**config.mk**
```make
export PLATFORM = sky130hd
export DESIGN_NAME = mem_arbiter
export DESIGN_NICKNAME = d
export VERILOG_FILES = /design/src/rtl/mem_arbiter.sv
export SDC_FILE = /design/constraint.sdc
export NUM_CORES = 1
export LEC_CHECK = 0
export CAP_MARGIN = 20
export CORE_AREA = 2 2 300 302
export DETAILED_ROUTE_END_ITERATION = 8
export DIE_AREA = 0 0 302 304
export GPL_TIMING_DRIVEN = 1
export PLACE_DENSITY = 0.39
export RECOVER_POWER = 50
export REMOVE_ABC_BUFFERS = 1
export SETUP_SLACK_MARGIN = 0.15
export SLEW_MARGIN = 20
export SYNTH_ARGS = -nofsm -noshare
export SYNTH_HDL_FRONTEND = slang
export SYNTH_SLANG_ARGS = --single-unit
```
**constraint.sdc**
```tcl
create_clock -name clk -period 2.1 [get_ports clk]
set_clock_uncertainty 0.15 [all_clocks]
set_input_delay 0.525 -clock clk [delete_from_list [all_inputs] [get_ports clk]]
set_output_delay 0.525 -clock clk [all_outputs]
set_load 0.02 [all_outputs]
```
**src/rtl/mem_arbiter.sv**
```systemverilog
// mem_arbiter
//   Shares a single main-memory port between the icache refill path
//   (read-only) and the dcache refill/writeback path (read or write).
//   One transaction is outstanding at a time. Requesters are picked
//   round-robin. Multi-beat write data is forwarded to memory, and
//   multi-beat read responses are routed back to the granted requester.
//
//   state | meaning
//   ------+------------------------------------------------------------
//   IDLE  | no transaction; grant is registered when any request is valid
//   REQ   | request presented to memory, waiting for mem_req_ready
//   WDATA | forwarding BEATS dcache write beats to memory
//   RRESP | routing BEATS read response beats to the granted client
//
// Ports
//   clk, reset              clock, synchronous active-high reset
//   ic_req_*                icache read request (valid/ready/addr)
//   ic_resp_*               icache response beats
//   dc_req_*                dcache request (valid/ready/rw/addr)
//   dc_wdata*, dc_wmask     dcache write beats (valid/ready/data/mask)
//   dc_resp_*               dcache response beats
//   mem_req_*               memory request and write-beat channel
//   mem_resp_*              memory read response beats (no backpressure)
module mem_arbiter #(
  parameter int ADDR_W = 28,
  parameter int DATA_W = 128,
  parameter int BEATS  = 4
) (
  input  logic                clk,
  input  logic                reset,

  input  logic                ic_req_valid,
  output logic                ic_req_ready,
  input  logic [ADDR_W-1:0]   ic_req_addr,
  output logic                ic_resp_valid,
  output logic [DATA_W-1:0]   ic_resp_data,

  input  logic                dc_req_valid,
  output logic                dc_req_ready,
  input  logic                dc_req_rw,
  input  logic [ADDR_W-1:0]   dc_req_addr,
  input  logic                dc_wdata_valid,
  output logic                dc_wdata_ready,
  input  logic [DATA_W-1:0]   dc_wdata,
  input  logic [DATA_W/8-1:0] dc_wmask,
  output logic                dc_resp_valid,
  output logic [DATA_W-1:0]   dc_resp_data,

  output logic                mem_req_valid,
  input  logic                mem_req_ready,
  output logic                mem_req_rw,
  output logic [ADDR_W-1:0]   mem_req_addr,
  output logic                mem_req_data_valid,
  input  logic                mem_req_data_ready,
  output logic [DATA_W-1:0]   mem_req_data_bits,
  output logic [DATA_W/8-1:0] mem_req_data_mask,
  input  logic                mem_resp_valid,
  input  logic [DATA_W-1:0]   mem_resp_data
);

  localparam int CNT_W = $clog2(BEATS) + 1;
  localparam logic [CNT_W-1:0] LAST_BEAT = CNT_W'(BEATS - 1);

  typedef enum logic [1:0] {IDLE, REQ, WDATA, RRESP} state_t;

  // grant / last_grant encoding: 0 = icache, 1 = dcache
  state_t           state, state_nxt;
  logic             grant, grant_nxt;
  logic             last_grant, last_grant_nxt;
  logic [CNT_W-1:0] cnt, cnt_nxt;

  always_ff @(posedge clk) begin
    if (reset) begin
      state      <= IDLE;
      grant      <= 1'b0;
      last_grant <= 1'b0;
      cnt        <= '0;
    end else begin
      state      <= state_nxt;
      grant      <= grant_nxt;
      last_grant <= last_grant_nxt;
      cnt        <= cnt_nxt;
    end
  end

  always_comb begin
    state_nxt          = state;
    grant_nxt          = grant;
    last_grant_nxt     = last_grant;
    cnt_nxt            = cnt;

    ic_req_ready       = 1'b0;
    ic_resp_valid      = 1'b0;
    ic_resp_data       = '0;
    dc_req_ready       = 1'b0;
    dc_wdata_ready     = 1'b0;
    dc_resp_valid      = 1'b0;
    dc_resp_data       = '0;
    mem_req_valid      = 1'b0;
    mem_req_rw         = 1'b0;
    mem_req_addr       = '0;
    mem_req_data_valid = 1'b0;
    mem_req_data_bits  = '0;
    mem_req_data_mask  = '0;

    unique case (state)
      IDLE: begin
        if (ic_req_valid || dc_req_valid) begin
          // On a tie the client that did not win last time gets the port.
          if (ic_req_valid && dc_req_valid) grant_nxt = ~last_grant;
          else                              grant_nxt = dc_req_valid;
          cnt_nxt   = '0;
          state_nxt = REQ;
        end
      end

      REQ: begin
        mem_req_valid = 1'b1;
        mem_req_addr  = grant ? dc_req_addr : ic_req_addr;
        mem_req_rw    = grant & dc_req_rw;
        ic_req_ready  = ~grant & mem_req_ready;
        dc_req_ready  =  grant & mem_req_ready;
        if (mem_req_ready) begin
          last_grant_nxt = grant;
          cnt_nxt        = '0;
          state_nxt      = (grant & dc_req_rw) ? WDATA : RRESP;
        end
      end

      WDATA: begin
        mem_req_data_valid = dc_wdata_valid;
        dc_wdata_ready     = mem_req_data_ready;
        mem_req_data_bits  = dc_wdata;
        mem_req_data_mask  = dc_wmask;
        if (dc_wdata_valid && mem_req_data_ready) begin
          if (cnt == LAST_BEAT) begin
            cnt_nxt   = '0;
            state_nxt = IDLE;
          end else begin
            cnt_nxt = cnt + 1'b1;
          end
        end
      end

      RRESP: begin
        if (mem_resp_valid) begin
          ic_resp_valid = ~grant;
          dc_resp_valid =  grant;
          if (grant) dc_resp_data = mem_resp_data;
          else       ic_resp_data = mem_resp_data;
          if (cnt == LAST_BEAT) begin
            cnt_nxt   = '0;
            state_nxt = IDLE;
          end else begin
            cnt_nxt = cnt + 1'b1;
          end
        end
      end

      default: state_nxt = IDLE;
    endcase
  end

endmodule

```
======== Word-level counts from Yosys, hierarchy flattened ========
Index checks and enable logic that the tools add are counted.
operators by class
  add/subtract/negate cells ............... 1
  muxes and demuxes ....................... 34
  bitwise gates (word level) .............. 5
  equality and inequality tests ........... 8
  reduce and logical (&&, ||, !) cells .... 7
operators with widths
  kind                 number
  $mux 128             7
  $mux 28              2
  $mux 16              1
  $mux 3               5
  $mux 1               12
  $pmux 3 s4           1
  $mux 2               5
  $ne 2x2->1 const B   4
  $pmux 2 s4           1
  $eq 2x2->1 const B   2
  $reduce_and 2->1     2
  $reduce_and 4->1     1
  $add 3x1->3 const B  1
  $and 1x1->1          3
  $eq 3x2->1 const B   1
  $eq 2x1->1 const B   1
  $logic_and 1x1->1    2
  $logic_not 2->1      1
  $not 1->1            2
  $logic_or 1x1->1     1
word-level totals
  input bits .............................. 337
  output and inout port bits .............. 436
  flip-flop bits (word level) ............. 7
  logic and storage cells ................. 59

======== Depth between registers and ports, before layout ========
Gate-level depths: netlist (run 1).
  word-level depth ........................ 4
  depth in mapped cells ................... 7
  depth with buffers taken out ............ 6

======== Least setup slack after synthesis (run 1) ========
OpenSTA, ideal clock, no wires.
  path kind ............................... input to output
  from .................................... input port mem_resp_valid
  to ...................................... output port dc_resp_data[100]
  path buffers ............................ 2
  data required time ...................... 1.425 ns
  cell stages on the path ................. 5
  arrival ................................. 1.252 ns
  slack ................................... 0.173 ns
  cells stage by stage .................... nand3_4 nor2_2 buf_2 buf_2 and2_1
on the way
  cells in the longest elaborated chain, start to end .. 2
ends and longest elaborated chain
  what         RTL line  RTL
  from (decl)  57        input logic mem_resp_valid,
  $mux 128     146       if (mem_resp_valid) begin
  $mux 128     106       unique case (state)
  to (decl)    47        output logic [DATA_W-1:0] dc_resp_data,
Every way passes these cells.

======== Final worst setup path (run 1) ========
  from .................................... input port mem_resp_valid
  to ...................................... output port dc_resp_data[90]
Same word-level chain as after synthesis.

==> metrics.md, run 1 <==
| Metric | Value |
|---|---|
| Outcome | `finished, violations left` |
| Violated checks | `negative setup slack` |
| Hold path start | `cnt[2]` |
| R2R Setup Slk | `0.33 ns` |
| Clock sink count | `7` |
| Hold Path Class | `flip-flop to flip-flop` |
| CTS buffer count | `3` |
| Setup TNS | `-98.73 ns` |
| Clk pin slew, worst setup/hold paths | `0.04 ns` |
| Starting Density | `0.0403` |
| VDD IR max | `457 uV` |
| Clock Root Buffer | `clkbuf_16` |
| Gate power share | `0.942` |
| Total Routing Usage GR | `0.0849` |
| P&R area growth vs syn | `373%` |
| Psw | `4150 uW` |
| Startpoint Class | `input pin` |
| CP Data Required Time | `1.42 ns` |
| Syn Inst Count | `568` |
| Share of cells above drive strength 1 | `0.684` |
| Mean Syn Cell Area | `6.32 um^2` |
| Hold path endpoint | `cnt[2]` |
| CTS Buffer Depth | `2` |
| Fill cells | `9820` |
| CTS tree | `done` |
| Setup ws final | `-0.402 ns` |
| RSZ-0062 raised after global routing | `true` |
| Largest net degree at the start of global routing | `35` |
| Critical Path Source | `mem_resp_valid` |
| Dpl ws | `-1.09 ns` |
| Slew @ Worst Pin | `0.326 ns` |
| Sequential share of power | `0.024` |
| Sequential area share after synthesis | `0.0390` |
| Tmin final | `2.50 ns` |
| First-pass iteration count of the detailed router | `4` |
| Endpoints failing hold | `0` |
| Worst R2R Path Depth | `10` |
| MaxCap Viol Count | `0` |
| Final ANT Viol Nets | `0` |
| Final setup fails | `428` |
| Period utilization | `1.19` |
| Gpl congestion | `0.869` |
| WL/cell | `17.2 um` |
| Die Wd | `302 um` |
| Post-Route WL | `45700 um` |
| Fmax | `400 MHz` |
| Synth warnings | `0` |
| Nets | `1819` |
| Synthesis-stage register bit count | `7` |
| Crit path kind | `input pin to primary output` |
| Clk pwr share | `0.034` |
| Post-DP HPWL | `34300 um` |
| Worst-path fanout max | `5` |
| Htree depth | `1` |
| Worst r2r dst | `state[0]` |
| DRC | `0` |
| Most frequent cells in the layout | `buf_6, and2_4, clkdlybuf4s50_1, buf_4, buf_12` |
| Arr. time, crit path | `1.83 ns` |
| Int Power | `5650 uW` |
| Netlist cell types | `29` |
| Commonest non-fill, non-tap cell in the layout | `buf_6` |
| Vias in the first global route | `7498` |
| Reg2reg start | `grant` |
| Clk Latency, worst-skew pair | `0.24 ns` |
| Die footprint | `91800 um^2` |
| Vias post-DR | `7580` |
| Initial antenna violation count | `5` |
| Setup crit end kind | `primary output` |
| GRT Residual Overflow | `0` |
| Standby leakage power | `0.00753 uW` |
| Post-Synthesis Cell Area | `3590 um^2` |
| Vert. Die Dim | `304 um` |
| Top cells by area, synth | `and2_1, mux2i_1, buf_2, dfxtp_1, nor2_1` |
| Final slew viol count | `0` |
| First-pass GRT wire length | `56400 um` |
| Core area | `89000 um^2` |
| PD cells | `577 nW/um^2` |
| I/O pins | `773` |
| IO buf count | `772` |
| Starting DRT DRC Count | `257` |
| Dominant cell type by area after synthesis | `and2_1` |
| Row Count | `110` |
| WHS | `0.292 ns` |
| Max_slew headroom | `0.782` |
| Sw frac | `0.424` |
| Vias per cell | `2.85` |
| Synth top area share | `0.701` |
| Hold Path Depth | `1` |
| Final core area utilization | `0.191` |
[worst max-delay path: stages]
cell	delay (ns)
buf_8	0.10
nand3_4	0.10
nor2_4	0.05
buf_12	0.12
buf_16	0.14
buf_8	0.13
buf_12	0.13
buf_16	0.13
buf_6	0.11
and2_4	0.14
buf_6	0.12
[cell usage after synthesis (all sizes together)]
| cell | instances |
|---|---|
| inv | 7 |
| a32oi | 1 |
| nor2 | 36 |
| a32o | 1 |
| nand4b | 1 |
| o211ai | 1 |
| o21a | 1 |
| mux2i | 29 |
| dfxtp | 7 |
| nor3 | 2 |
| and2 | 402 |
| o31ai | 1 |
| clkbuf | 15 |
| buf | 38 |
| o22ai | 1 |
| a22o | 1 |
| ha | 1 |
| nand2 | 10 |
| a21oi | 4 |
| o21ai | 2 |
| nand3 | 2 |
| and3 | 1 |
| and2b | 1 |
| o32ai | 2 |
| nand2b | 1 |
[per-stage QoR]
step,std cells,instance area [um^2],total power [uW]
finish,2658,17000,9800
CTS,2573,14400,6980
global placement,2518,13200,6580
detailed placement,2518,13200,6530
global route,2656,17000,10300
floorplan,515,3330,2760
[flip-flops by register name (all words and copies together) (netlist names)]
signal and cells:
last_grant 1, grant 1, cnt 3, state 2
[how the worst max path moves through the flow]
stage                     slack, ns               endpoint
after global placement        -1.09       dc_resp_data[86]
after detailed placement      -1.09       dc_resp_data[86]
after floorplan               -2.10        dc_resp_data[0]
final                         -0.40       dc_resp_data[90]
after global routing          -0.45      ic_resp_data[117]
after CTS                     -0.49  mem_req_data_bits[33]
[power groups by stage]
stage / Combinational, uW / Sequential (uW) / Clock [uW]
after floorplan: 2490 / 273 / 0
after global placement: 6350 / 231 / 0
after detailed placement: 6300 / 229 / 0
after CTS: 6400 / 241 / 342
after global routing: 9690 / 244 / 345
final: 9230 / 234 / 336
[cell type report]
cell class | count | area, um^2 | area share
well taps | 1176 | 1470 | 0.0867
inverters | 7 | 28.8 | 0.00170
flip-flops and latches | 7 | 151 | 0.00892
clock buffers | 3 | 75.1 | 0.00442
clock inverters | 1 | 5.00 | 0.000295
multi-input cells | 501 | 4180 | 0.246
diodes | 2 | 5.00 | 0.000295
repair buffers | 961 | 11100 | 0.651
[per-layer routing]
metal / GRT usage / up-vias / wire, um
met5: 0 / - / 23
met4: 0.00553 / 4 / 451
met3: 0.0366 / 33 / 5180
met2: 0.156 / 450 / 23000
met1: 0.0930 / 3528 / 17000
li1: - / 3565 / -
[cell families (layout without fill, tap and decap cells)]
logic type | Yosys count | after routing | share of synthesized area
simple gates | 456 | 456 | 0.767
buf+inv | 60 | 972 | 0.0791
fa+ha+maj | 1 | 1 | 0.00348
flops | 7 | 7 | 0.0390
other cells | 0 | 2 | 0
compound gates | 15 | 15 | 0.0303
mux | 29 | 29 | 0.0809
[what timing repair did]
action,4_1_cts,5_1_grt
resized for setup,1205,1537
setup buffers,34,62
setup endpoints to repair,439,440
hold buffers,0,0
gates cloned,17,21
pin swaps,25,113
Note: power is estimated with default switching activity, not from simulation.
==> run 2: changes to the inputs <==
--- a/config.mk
+++ b/config.mk
@@ -13,7 +13,7 @@
 export PLACE_DENSITY = 0.39
 export RECOVER_POWER = 50
 export REMOVE_ABC_BUFFERS = 1
-export SETUP_SLACK_MARGIN = 0.15
+export SETUP_SLACK_MARGIN = 0.3
 export SLEW_MARGIN = 20
 export SYNTH_ARGS = -nofsm -noshare
 export SYNTH_HDL_FRONTEND = slang
==> metrics.md, run 2 (same netlist as run 1, synthesis figures left out) <==
| Metric | Value |
|---|---|
| Outcome | `finished, violations left` |
| Violated checks | `negative setup slack` |
| RSZ-0062 raised after global routing | `true` |
| Endpoints failing hold | `0 (unchanged)` |
| First-pass GRT wire length | `56400 um (unchanged)` |
| IO buf count | `772 (unchanged)` |
| Final ANT Viol Nets | `0 (unchanged)` |
| Reg2reg start | `grant` |
| Slew @ Worst Pin | `0.449 ns (+0.123 ns)` |
| Vert. Die Dim | `304 um (unchanged)` |
| Crit path largest cell delay | `0.14 ns (about the same)` |
| CP Depth | `11 (unchanged)` |
| Critical path's top delay family | `buffers and inverters` |
| Core area | `89000 um^2 (unchanged)` |
| Fill cells | `9840 (+0.20%)` |
| WL/cell | `17.1 um (-0.58%)` |
| Total Routing Usage GR | `0.0849 (unchanged)` |
| Clock Root Buffer | `clkbuf_16` |
| Hold Path Depth | `1 (unchanged)` |
| I/O pins | `773 (unchanged)` |
| DRC | `0 (unchanged)` |
| Gpl congestion | `0.869 (unchanged)` |
| Share of cells above drive strength 1 | `0.618 (-0.0655)` |
| Die Wd | `302 um (unchanged)` |
| Hold path start | `cnt[2]` |
| Post-Route WL | `45100 um (-1.3%)` |
| Standby leakage power | `0.00738 uW (-2.1%)` |
| CP Data Required Time | `1.42 ns (about the same)` |
| WP buf/inv | `8 (unchanged)` |
| Setup crit end kind | `primary output` |
| Vias in the first global route | `7498 (unchanged)` |
| Commonest non-fill, non-tap cell in the layout | `buf_6` |
| Register with the highest flop count | `cnt` |
| Max FFs per register | `3 (unchanged)` |
| Tmin final | `2.50 ns (-0.000505 ns)` |
| Startpoint Class | `input pin` |
| VDD IR max | `460 uV (+0.64%)` |
| CTS Buffer Depth | `2 (unchanged)` |
| Worst R2R Path Depth | `9 (-1)` |
| P&R area growth vs syn | `359%` |
| Worst-path cell chain | `buf_8, nand3_4, nor2_4, buf_12, buf_16, buf_8, buf_12, buf_16, buf_6, and2_4, buf_6` |
| Starting Density | `0.0403 (unchanged)` |
| Row Count | `110 (unchanged)` |
| WHS | `0.293 ns (+0.000288 ns)` |
| CTS buffer count | `3 (unchanged)` |
| Crit path kind | `input pin to primary output` |
| Most frequent cells in the layout | `buf_6, clkdlybuf4s50_1, and2_4, buf_4, and2_1` |
| CTS tree | `done` |
| Arr. time, crit path | `1.83 ns (about the same)` |
| Largest net degree at the start of global routing | `35 (unchanged)` |
| Critical Path Source | `mem_resp_valid` |
| Post-DP HPWL | `34300 um (unchanged)` |
| Clock sink count | `7 (unchanged)` |
| Htree depth | `1 (unchanged)` |
| Initial antenna violation count | `6 (+1)` |
| Nets | `1801 (-0.99%)` |
| Fmax | `400 MHz (about the same)` |
| Biggest regs | `cnt (3), state (2)` |
| Final slew viol count | `0 (unchanged)` |
| Period utilization | `1.19 (about the same)` |
| MaxCap Viol Count | `0 (unchanged)` |
| Clk Latency, worst-skew pair | `0.24 ns (about the same)` |
| Final setup fails | `432 (+0.93%)` |
| Hold Path Class | `flip-flop to flip-flop` |
| Starting DRT DRC Count | `253 (-1.6%)` |
| Max_slew headroom | `0.701 (-0.0813)` |
| Setup TNS | `-98.48 ns (+0.248 ns)` |
| Die footprint | `91800 um^2 (unchanged)` |
| Vias per cell | `2.83 (-0.72%)` |
| Setup ws final | `-0.401 ns (+0.000505 ns)` |
| Slowest stage cell on the critical path | `buf_16` |
| First-pass iteration count of the detailed router | `4 (unchanged)` |
| Clk pin slew, worst setup/hold paths | `0.04 ns (about the same)` |
| Vias post-DR | `7472 (-1.4%)` |
| Worst-path fanout max | `5 (unchanged)` |
| PD cells | `542 nW/um^2 (-6.1%)` |
| GRT Residual Overflow | `0 (unchanged)` |
[run 2: cell types whose count changed in the layout (fill, tap and decap cells not counted), moves of 2 or more]
cell / before / now
buf_8: 32 / 27
buf_6: 397 / 352
and2_1: 44 / 96
and2_4: 358 / 306
clkbuf_16: 18 / 16
dlygate4sd2_1: 1 / 37
buf_4: 101 / 99
[run 2: metrics by stage]
step                cell area (um^2)  worst slack [ns]   util  cells  power [uW]
floorplan                       3330             -2.10      -    515        2760
global route                   16500            -0.451  0.185   2638        9420
finish                         16500            -0.401  0.185   2639        8940
CTS                            14400            -0.490  0.162   2573        6980
detailed placement             13200             -1.09  0.148   2518        6530
global placement               13200             -1.09  0.148   2518        6580
[run 2: power breakdown]
| group | switching [uW] | internal (uW) | leakage, uW |
|---|---|---|---|
| Combinational | 3800 | 4570 | 0.00728 |
| Sequential | 49.7 | 180 | 0.0000591 |
| Clock | 85.5 | 251 | 0.0000409 |
[run 2: layer usage]
metal / track usage / up-vias / part of all wire
li1: - / 3525 / -
met1: 0.0930 / 3478 / 0.37
met2: 0.156 / 439 / 0.51
met3: 0.0366 / 24 / 0.12
met4: 0.00553 / 6 / 0.0072
met5: 0 / - / 0.00062
[run 2: final timing paths]
check / endpoint / slack [ns]
min reg2reg: cnt[2] / 0.29
max reg2reg: state[0] / 0.14
max: dc_resp_data[90] / -0.40
min: cnt[2] / 0.29
[run 2: cell type report]
cell class,instances,area [um^2],area share
Multi-Input combinational cell,501,4050,0.245
Sequential cell,7,151,0.00918
Antenna cell,1,2.50,0.000152
Timing Repair Buffer,943,10700,0.649
Clock inverter,1,5.00,0.000304
Tap cell,1176,1470,0.0893
Inverter,7,28.8,0.00175
Clock buffer,3,75.1,0.00455
[run 2: repair_timing]
action                                   CTS  global route
buffers inserted                          34            47
hold buffers                               0             0
cloned                                    17            18
gates resized for setup                 1205          1288
pin swaps                                 25            86
endpoints found under the setup margin   441           441
